<file path="config.mk">
export PLATFORM = sky130hd
export DESIGN_NAME = batch_index_sequencer_flat
export DESIGN_NICKNAME = d
export VERILOG_FILES = /design/src/rtl/batch_index_sequencer_if.sv /design/src/rtl/batch_index_sequencer.sv /design/src/flat_wrapper.sv
export SDC_FILE = /design/constraint.sdc
export NUM_CORES = 1
export LEC_CHECK = 0
export BUFFER_PORTS_ARGS = -buffer_cell sky130_fd_sc_hd__clkbuf_2
export CORE_UTILIZATION = 45
export DETAILED_ROUTE_END_ITERATION = 10
export GPL_ROUTABILITY_DRIVEN = 0
export GPL_TIMING_DRIVEN = 0
export HOLD_SLACK_MARGIN = 0.03
export PLACE_DENSITY = 0.69
export SYNTH_ARGS = -nofsm -noshare
export SYNTH_HDL_FRONTEND = slang
export SYNTH_SLANG_ARGS = --single-unit
</file>
<file path="constraint.sdc">
create_clock -name clk -period 3 [get_ports clk]
set_input_delay 0.6 -clock clk [delete_from_list [all_inputs] [get_ports clk]]
set_output_delay 0.6 -clock clk [all_outputs]
set_load 0.005 [all_outputs]
</file>
<file path="src/rtl/batch_index_sequencer_if.sv">
// Handshake bundle for the batch index sequencer: batch input from the scheduler,
// index output to the consumer.
interface batch_index_sequencer_if #(
  parameter int unsigned SIZE     = 64,
  parameter int unsigned LOG_SIZE = 6
);
  logic [SIZE-1:0]     batch_in;
  logic                batch_valid;
  logic                batch_ready;
  logic [LOG_SIZE-1:0] idx_out;
  logic                idx_valid;
  logic                idx_ready;
  logic                idx_last;

  // Scheduler/consumer side drives batches and index backpressure.
  modport master (
    output batch_in, batch_valid, idx_ready,
    input  batch_ready, idx_out, idx_valid, idx_last
  );

  // Sequencer side.
  modport slave (
    input  batch_in, batch_valid, idx_ready,
    output batch_ready, idx_out, idx_valid, idx_last
  );
endinterface

</file>
<file path="src/rtl/batch_index_sequencer.sv">
// Accepts a request bitmap, then issues its set-bit indices one per cycle, lowest
// first, through a single registered output stage. Zero bitmaps are counted and dropped.
module batch_index_sequencer #(
  parameter int unsigned SIZE     = 64,
  parameter int unsigned LOG_SIZE = 6
) (
  input  logic                     clk,
  input  logic                     rst_n,
  input  logic                     flush,
  batch_index_sequencer_if.slave   bus,
  output logic [15:0]              drop_cnt
);

  localparam int unsigned CNT_W = 16;

  typedef enum logic [0:0] {
    S_IDLE  = 1'b0,
    S_DRAIN = 1'b1
  } state_e;

  state_e              state_q, state_d;
  logic [SIZE-1:0]     pend_q, pend_d;
  logic [LOG_SIZE-1:0] idx_q, idx_d;
  logic                valid_q, valid_d;
  logic                last_q, last_d;
  logic [CNT_W-1:0]    drop_q, drop_d;

  logic                accept_c;
  logic                stage_free_c;
  logic                load_c;
  logic [LOG_SIZE-1:0] low_idx_c;
  logic [SIZE-1:0]     pend_clr_c;

  assign bus.batch_ready = rst_n && !flush && (state_q == S_IDLE);
  assign accept_c        = bus.batch_valid && bus.batch_ready;
  assign stage_free_c    = !valid_q || bus.idx_ready;
  assign load_c          = (state_q == S_DRAIN) && stage_free_c;

  // Lowest set bit wins: scan downward so the last hit is the smallest index.
  always_comb begin
    low_idx_c = '0;
    for (int i = SIZE - 1; i >= 0; i--) begin
      if (pend_q[i]) begin
        low_idx_c = LOG_SIZE'(i);
      end
    end
  end

  assign pend_clr_c = pend_q & (pend_q - SIZE'(1));

  // State register.
  always_ff @(posedge clk) begin
    if (!rst_n) begin
      state_q <= S_IDLE;
    end else begin
      state_q <= state_d;
    end
  end

  // Next-state logic.
  always_comb begin
    state_d = state_q;
    unique case (state_q)
      S_IDLE: begin
        if (accept_c && (bus.batch_in != '0)) begin
          state_d = S_DRAIN;
        end
      end
      S_DRAIN: begin
        if (stage_free_c && (pend_clr_c == '0)) begin
          state_d = S_IDLE;
        end
      end
      default: state_d = S_IDLE;
    endcase
    if (flush) begin
      state_d = S_IDLE;
    end
  end

  // Datapath next values: pending bitmap, output stage and drop counter.
  always_comb begin
    pend_d  = pend_q;
    idx_d   = idx_q;
    valid_d = valid_q;
    last_d  = last_q;
    drop_d  = drop_q;

    if ((state_q == S_IDLE) && accept_c) begin
      if (bus.batch_in != '0) begin
        pend_d = bus.batch_in;
      end else begin
        drop_d = drop_q + CNT_W'(1);
      end
    end

    if (load_c) begin
      idx_d   = low_idx_c;
      valid_d = 1'b1;
      pend_d  = pend_clr_c;
      last_d  = (pend_clr_c == '0);
    end else if (valid_q && bus.idx_ready) begin
      valid_d = 1'b0;
    end

    // Flush kills the batch and the output stage but keeps idx_out and the count.
    if (flush) begin
      pend_d  = '0;
      valid_d = 1'b0;
      last_d  = 1'b0;
    end
  end

  always_ff @(posedge clk) begin
    if (!rst_n) begin
      pend_q  <= '0;
      idx_q   <= '0;
      valid_q <= 1'b0;
      last_q  <= 1'b0;
      drop_q  <= '0;
    end else begin
      pend_q  <= pend_d;
      idx_q   <= idx_d;
      valid_q <= valid_d;
      last_q  <= last_d;
      drop_q  <= drop_d;
    end
  end

  assign bus.idx_out   = idx_q;
  assign bus.idx_valid = valid_q;
  assign bus.idx_last  = last_q;
  assign drop_cnt      = drop_q;

endmodule

</file>
<file path="src/flat_wrapper.sv">
// flat-port wrapper written by rule: the top's interface ports become plain ports
module batch_index_sequencer_flat 
#(
  parameter int unsigned SIZE     = 64,
  parameter int unsigned LOG_SIZE = 6
)
  (clk, rst_n, flush, drop_cnt, bus_batch_in, bus_batch_valid, bus_idx_ready, bus_batch_ready, bus_idx_out, bus_idx_valid, bus_idx_last);
  batch_index_sequencer_if #(.SIZE(SIZE), .LOG_SIZE(LOG_SIZE)) bus_i ();
  input  logic clk;
  input  logic rst_n;
  input  logic flush;
  output logic [15:0] drop_cnt;
  input wire logic [$bits(bus_i.batch_in)-1:0] bus_batch_in;
  input wire logic [$bits(bus_i.batch_valid)-1:0] bus_batch_valid;
  input wire logic [$bits(bus_i.idx_ready)-1:0] bus_idx_ready;
  output wire logic [$bits(bus_i.batch_ready)-1:0] bus_batch_ready;
  output wire logic [$bits(bus_i.idx_out)-1:0] bus_idx_out;
  output wire logic [$bits(bus_i.idx_valid)-1:0] bus_idx_valid;
  output wire logic [$bits(bus_i.idx_last)-1:0] bus_idx_last;
  assign bus_i.batch_in = bus_batch_in;
  assign bus_i.batch_valid = bus_batch_valid;
  assign bus_i.idx_ready = bus_idx_ready;
  assign bus_batch_ready = bus_i.batch_ready;
  assign bus_idx_out = bus_i.idx_out;
  assign bus_idx_valid = bus_i.idx_valid;
  assign bus_idx_last = bus_i.idx_last;
  batch_index_sequencer #(.SIZE(SIZE), .LOG_SIZE(LOG_SIZE)) u_core (.clk(clk), .rst_n(rst_n), .flush(flush), .bus(bus_i), .drop_cnt(drop_cnt));
endmodule
</file>
==> qor.log <==
[yosys] Avg Synthesized Cell Area 7.44 sq um
[timing] unrepaired setup endpoints after global routing yes
[die] x dimension of the die 112 um
[yosys] number of nets produced by synthesis 804
[power] cell-internal power 2.03 mW
[worst_setup_path] slowest cell on the critical path sky130_fd_sc_hd__or3_4
[grt] initial antenna violation count 0
[grt] Congestion Overflow GR 0
[run_status] violations in the final reports DRC, setup timing
[clock_network] clock slew at reported path FFs 0.07 ns
[layout] final non-filler cell area 6940 sq um
[yosys] number of flops mapped to enable cells by yosys 0
[clock_network] clock latency on the worst-skew pair 0.36 ns
[hold_path] start point of the worst min-delay path u_core.bus.idx_out[3]$_SDFFE_PN0P_
[power] portion of total power attributed to the clock network 37.2%
[timing] total negative slack for setup checks -0.154 ns
[grt] pin count of the biggest net entering global routing 18
[yosys] synthesized netlist cell count 734
[timing] slew at the pin with the worst max-slew slack 0.975 ns
[detailed_routing] length of routed wiring on met1 8.26 mm
[layout] relative area change from synthesis to final layout 27.2%
[placement] Final HPWL DP 14.5 mm
[placement] Port Buf Inserts 93
[timing] slack of the critical path -0.0943 ns
[timing] smallest hold slack 0.464 ns
[power] switching power summed over all nets 0.954 mW
[yosys] dominant combinational cell family by area after synthesis simple AND/OR/NAND/NOR gates
[timing] min Tclk post-route 3.09 ns
[die] initial core utilization 47.0%
[clock_network] root buf cell sky130_fd_sc_hd__clkbuf_16
[detailed_routing] Avg Vias per Cell 6.52
[layout] proportion of layout cells with a drive suffix above 1 25.4%
[yosys] synthesized-area fraction occupied by xor and xnor cells 2.41%
[layout] Layout fillers 1076
[worst_setup_path] data arrival time at the worst-slack endpoint 3.35 ns
[power] ratio of total power to cell area 430 nW/um^2
[worst_setup_path] type of element launching the critical path flop
[die] number of standard-cell rows in the floorplan 39
[timing] achievable frequency 0.323 GHz
[worst_setup_path] cell count of the worst reg-to-reg path 10
[yosys] sequential element share of the synthesized area 32.6%
[placement] Setup WS pre-CTS -0.673 ns
[worst_setup_path] biggest cell delay along the critical path 0.46 ns
[layout] Final Instance Count excl. Fillers 995
[clock_network] number of buffers created by CTS 9
[detailed_routing] first-pass iteration count of the detailed router 9
[yosys] proportion of synthesized flip-flops having asynchronous set or reset 0%
[clock_network] clock tree from TritonCTS built
[clock_network] Clock Sink Count 89
[detailed_routing] final WL 20.4 mm
[detailed_routing] violation count after the first detailed-routing iteration 780
[power] leakage power 2.70 nW
[worst_setup_path] critical path data required time 3.26 ns
[run] Max-cap violations 0
[clock_network] Clock Tree Buf Depth 2
[grt] number of global-route vias before repair 5954
[grt] global-route total usage across every layer 32.6%
[yosys] mux contribution to synthesized area 4.97%
[yosys] synthesized-area fraction occupied by ao, oa, aoi and oai cells 23.9%
[yosys] Top FF cell, synth sky130_fd_sc_hd__dfxtp_1
[detailed_routing] highest layer used for signal routing met4
[grt] wire length of the first global-routing pass 31.6 mm
[yosys] post-synthesis adder-cell area fraction 0.596%
[detailed_routing] number of nets with antenna violations after detailed routing 0
[timing] Final Cycle Share 103%
[detailed_routing] via count 6490
[power] fraction of power spent switching nets 31.9%
[worst_setup_path] series of cell instances along the critical path nor4_4 > buf_4 > nand3b_4 > or3_4 > or3_4 > a221oi_4 > nand4_1 > nor4_4 > o211ai_1 > o221a_1
[power] worst-case vdd ir drop 0.000361 V
[yosys] Yosys warnings 0
[yosys] flip-flop and latch count after synthesis 89
[yosys] mapped cell area 5460 sq um
[worst_setup_path] Reg-to-Reg Start u_core.pend_q[15]$_SDFFE_PP0P_
[hold_path] worst hold path depth 2
[yosys] Cell variety after synth 65
[detailed_routing] wire length on met3 2.38 mm
[die] height of the die 112 um
[die] Die Footprint 12600 sq um
[worst_setup_path] critical path peak fanout 7
[power] proportion of power drawn by combinational gates 22.1%
[layout] area taken by multi-input logic gates 3720 sq um
[die] floorplan core area 11600 sq um
[timing] Slew Limit Headroom 35.0%
[detailed_routing] routed wirelength normalized by instance count 20.5 um
[run_status] result of the run complete, but fails checks
[timing] final count of hold timing violations 0
[detailed_routing] DRC viols 4
[power] sequential cell fraction of total power 40.7%
[worst_setup_path] setup slack of the worst register-to-register path -0.09 ns
[placement] area after detailed placement 6100 sq um
[layout] Net count, final 917
[timing] Pins Over Slew Limit 0
[worst_setup_path] worst setup path category reg -> reg
[layout] Sequential Area 1830 sq um
[yosys] share of synthesized cell area in and, or, nand and nor gates 29.9%
[placement] number of placed instances, taps included 970
[timing] final setup fails 2
[layout] total inserted antenna cells 0
[hold_path] class of the tightest hold or removal check reg -> reg
[timing] worst clock skew on the final layout 0.0101 ns
[worst_setup_path] Worst setup EP type flop
[clock_network] number of H-tree branching levels 3
[detailed_routing] met2 layer wire length in the routed design 8.75 mm
[clock_network] number of buffers inserted for hold repair after clock tree synthesis 0
[hold_path] Worst Hold Path EP u_core.bus.idx_out[3]$_SDFFE_PN0P_
[layout] Core Util, Final 59.8%
[power] PnR Total Power 2.99 mW
[worst_setup_path] endpoint of the worst-slack reg-to-reg timing path u_core.state_q$_SDFF_PP0_
[die] I/O pin count 94
[worst max path at each step]
stage                                               from                   endpoint  slack [ns]  cells after the start
after floorplan            u_core.pend_q[8]$_SDFFE_PP0P_  u_core.state_q$_SDFF_PP0_       0.002                     11
after global placement     u_core.pend_q[4]$_SDFFE_PP0P_  u_core.state_q$_SDFF_PP0_       -0.67                     11
after detailed placement  u_core.pend_q[16]$_SDFFE_PP0P_  u_core.state_q$_SDFF_PP0_       -0.67                     10
after global routing      u_core.pend_q[15]$_SDFFE_PP0P_  u_core.state_q$_SDFF_PP0_       -0.15                     11
final                     u_core.pend_q[15]$_SDFFE_PP0P_  u_core.state_q$_SDFF_PP0_       -0.09                     10
after CTS                  u_core.pend_q[1]$_SDFFE_PP0P_  u_core.state_q$_SDFF_PP0_       -0.02                     10
[power by group through the flow]
stage	registers, mW	logic, mW	clock network [mW]
2_1_floorplan	1.23	0.338	0
3_3_place_gp	1.24	0.520	0
3_5_place_dp	1.24	0.522	0
4_1_cts	1.21	0.607	1.13
5_1_grt	1.22	0.695	1.17
6_report	1.22	0.660	1.11
[cell families (layout without fill, tap and decap cells)]
logic type | Yosys count | in the layout
and+or+nand+nor | 321 | 321
AOI/OAI and AO/OA | 202 | 202
buffers and inverters | 77 | 195
DFF | 89 | 89
adders and majority gates | 3 | 3
muxes | 27 | 27
xor gates and xnor gates | 15 | 15
[cell usage after synthesis, types with 5 or more instances]
cell / count / area share, %
sky130_fd_sc_hd__a2111oi_0: 6 / 0.96
sky130_fd_sc_hd__a211oi_1: 7 / 0.96
sky130_fd_sc_hd__a21oi_1: 50 / 4.6
sky130_fd_sc_hd__a22oi_1: 25 / 3.4
sky130_fd_sc_hd__a311oi_1: 9 / 1.4
sky130_fd_sc_hd__a31oi_1: 5 / 0.57
sky130_fd_sc_hd__and3_1: 6 / 0.69
sky130_fd_sc_hd__and4_1: 5 / 0.80
sky130_fd_sc_hd__buf_2: 7 / 0.64
sky130_fd_sc_hd__clkbuf_1: 47 / 3.2
sky130_fd_sc_hd__dfxtp_1: 89 / 33
sky130_fd_sc_hd__inv_1: 19 / 1.3
sky130_fd_sc_hd__mux2i_1: 26 / 4.8
sky130_fd_sc_hd__nand2_1: 57 / 3.9
sky130_fd_sc_hd__nand2b_1: 6 / 0.69
sky130_fd_sc_hd__nand3_1: 20 / 1.8
sky130_fd_sc_hd__nand4_1: 14 / 1.6
sky130_fd_sc_hd__nor2_1: 103 / 7.1
sky130_fd_sc_hd__nor3_1: 38 / 3.5
sky130_fd_sc_hd__nor4_1: 38 / 4.4
sky130_fd_sc_hd__o21ai_0: 51 / 4.7
sky130_fd_sc_hd__o31ai_1: 8 / 1.1
sky130_fd_sc_hd__or2_2: 5 / 0.57
sky130_fd_sc_hd__or3_1: 5 / 0.57
sky130_fd_sc_hd__or4_1: 5 / 0.69
sky130_fd_sc_hd__xor2_1: 13 / 2.1
[registers in the layout (all words and copies together) (netlist names)]
signal,flops
u_core.bus.idx_last,1
u_core.state_q,1
u_core.drop_cnt,16
u_core.pend_q,64
u_core.bus.idx_valid,1
u_core.bus.idx_out,6
[cells in the final DEF (no fill, tap or decap), types with 5 or more instances in the layout]
master                      instances
sky130_fd_sc_hd__dfxtp_2           15
sky130_fd_sc_hd__a22oi_1           25
sky130_fd_sc_hd__clkbuf_16          9
sky130_fd_sc_hd__inv_1             19
sky130_fd_sc_hd__clkbuf_2          96
sky130_fd_sc_hd__nand2b_1           6
sky130_fd_sc_hd__nor4_1            22
sky130_fd_sc_hd__buf_4             29
sky130_fd_sc_hd__nor4_4            15
sky130_fd_sc_hd__dfxtp_1           66
sky130_fd_sc_hd__nand2_1           56
sky130_fd_sc_hd__and3_1             6
sky130_fd_sc_hd__nor3_1            35
sky130_fd_sc_hd__o21ai_0           49
sky130_fd_sc_hd__nor4_2             7
sky130_fd_sc_hd__nand4_1           14
sky130_fd_sc_hd__a21oi_1           50
sky130_fd_sc_hd__mux2i_1           26
sky130_fd_sc_hd__o21ai_1            5
sky130_fd_sc_hd__o31ai_1            7
sky130_fd_sc_hd__nand3_1           19
sky130_fd_sc_hd__xor2_1            13
sky130_fd_sc_hd__clkbuf_1          29
sky130_fd_sc_hd__dfxtp_4            8
sky130_fd_sc_hd__a211oi_1           7
sky130_fd_sc_hd__a31oi_1            5
sky130_fd_sc_hd__nor2_1           103
sky130_fd_sc_hd__a311oi_1           9
[repair_timing]
item / in CTS / in global routing
buffers inserted: 23 / 4
pin swaps: 24 / 18
setup endpoints to repair: 42 / 40
gates resized for setup: 74 / 26
[final cells by class]
cell class / count / area share [%]
Inverter: 19 / 1.03
Timing Repair Buffer: 120 / 9.62
Buffer: 40 / 2.68
Clock buffer: 9 / 3.24
Multi-Input combinational cell: 568 / 53.6
Tap cell: 143 / 2.58
Sequential cell: 89 / 26.4
Clock inverter: 7 / 0.847
[routing by layer]
layer,global-route usage (%),vias to the layer above
met1,43.0,3001
met5,0,-
met2,48.3,437
met3,8.10,91
li1,-,2961
met4,19.0,0
[worst max-delay path, delay by kind of cell, from the launching register on]
kind                   cells  cell delay (ns)
DFF                        1             0.37
AOI/OAI and AO/OA          3             0.73
and+or+nand+nor            6             1.69
buffers and inverters      1             0.19
Note: power is estimated with default switching activity, not from simulation.
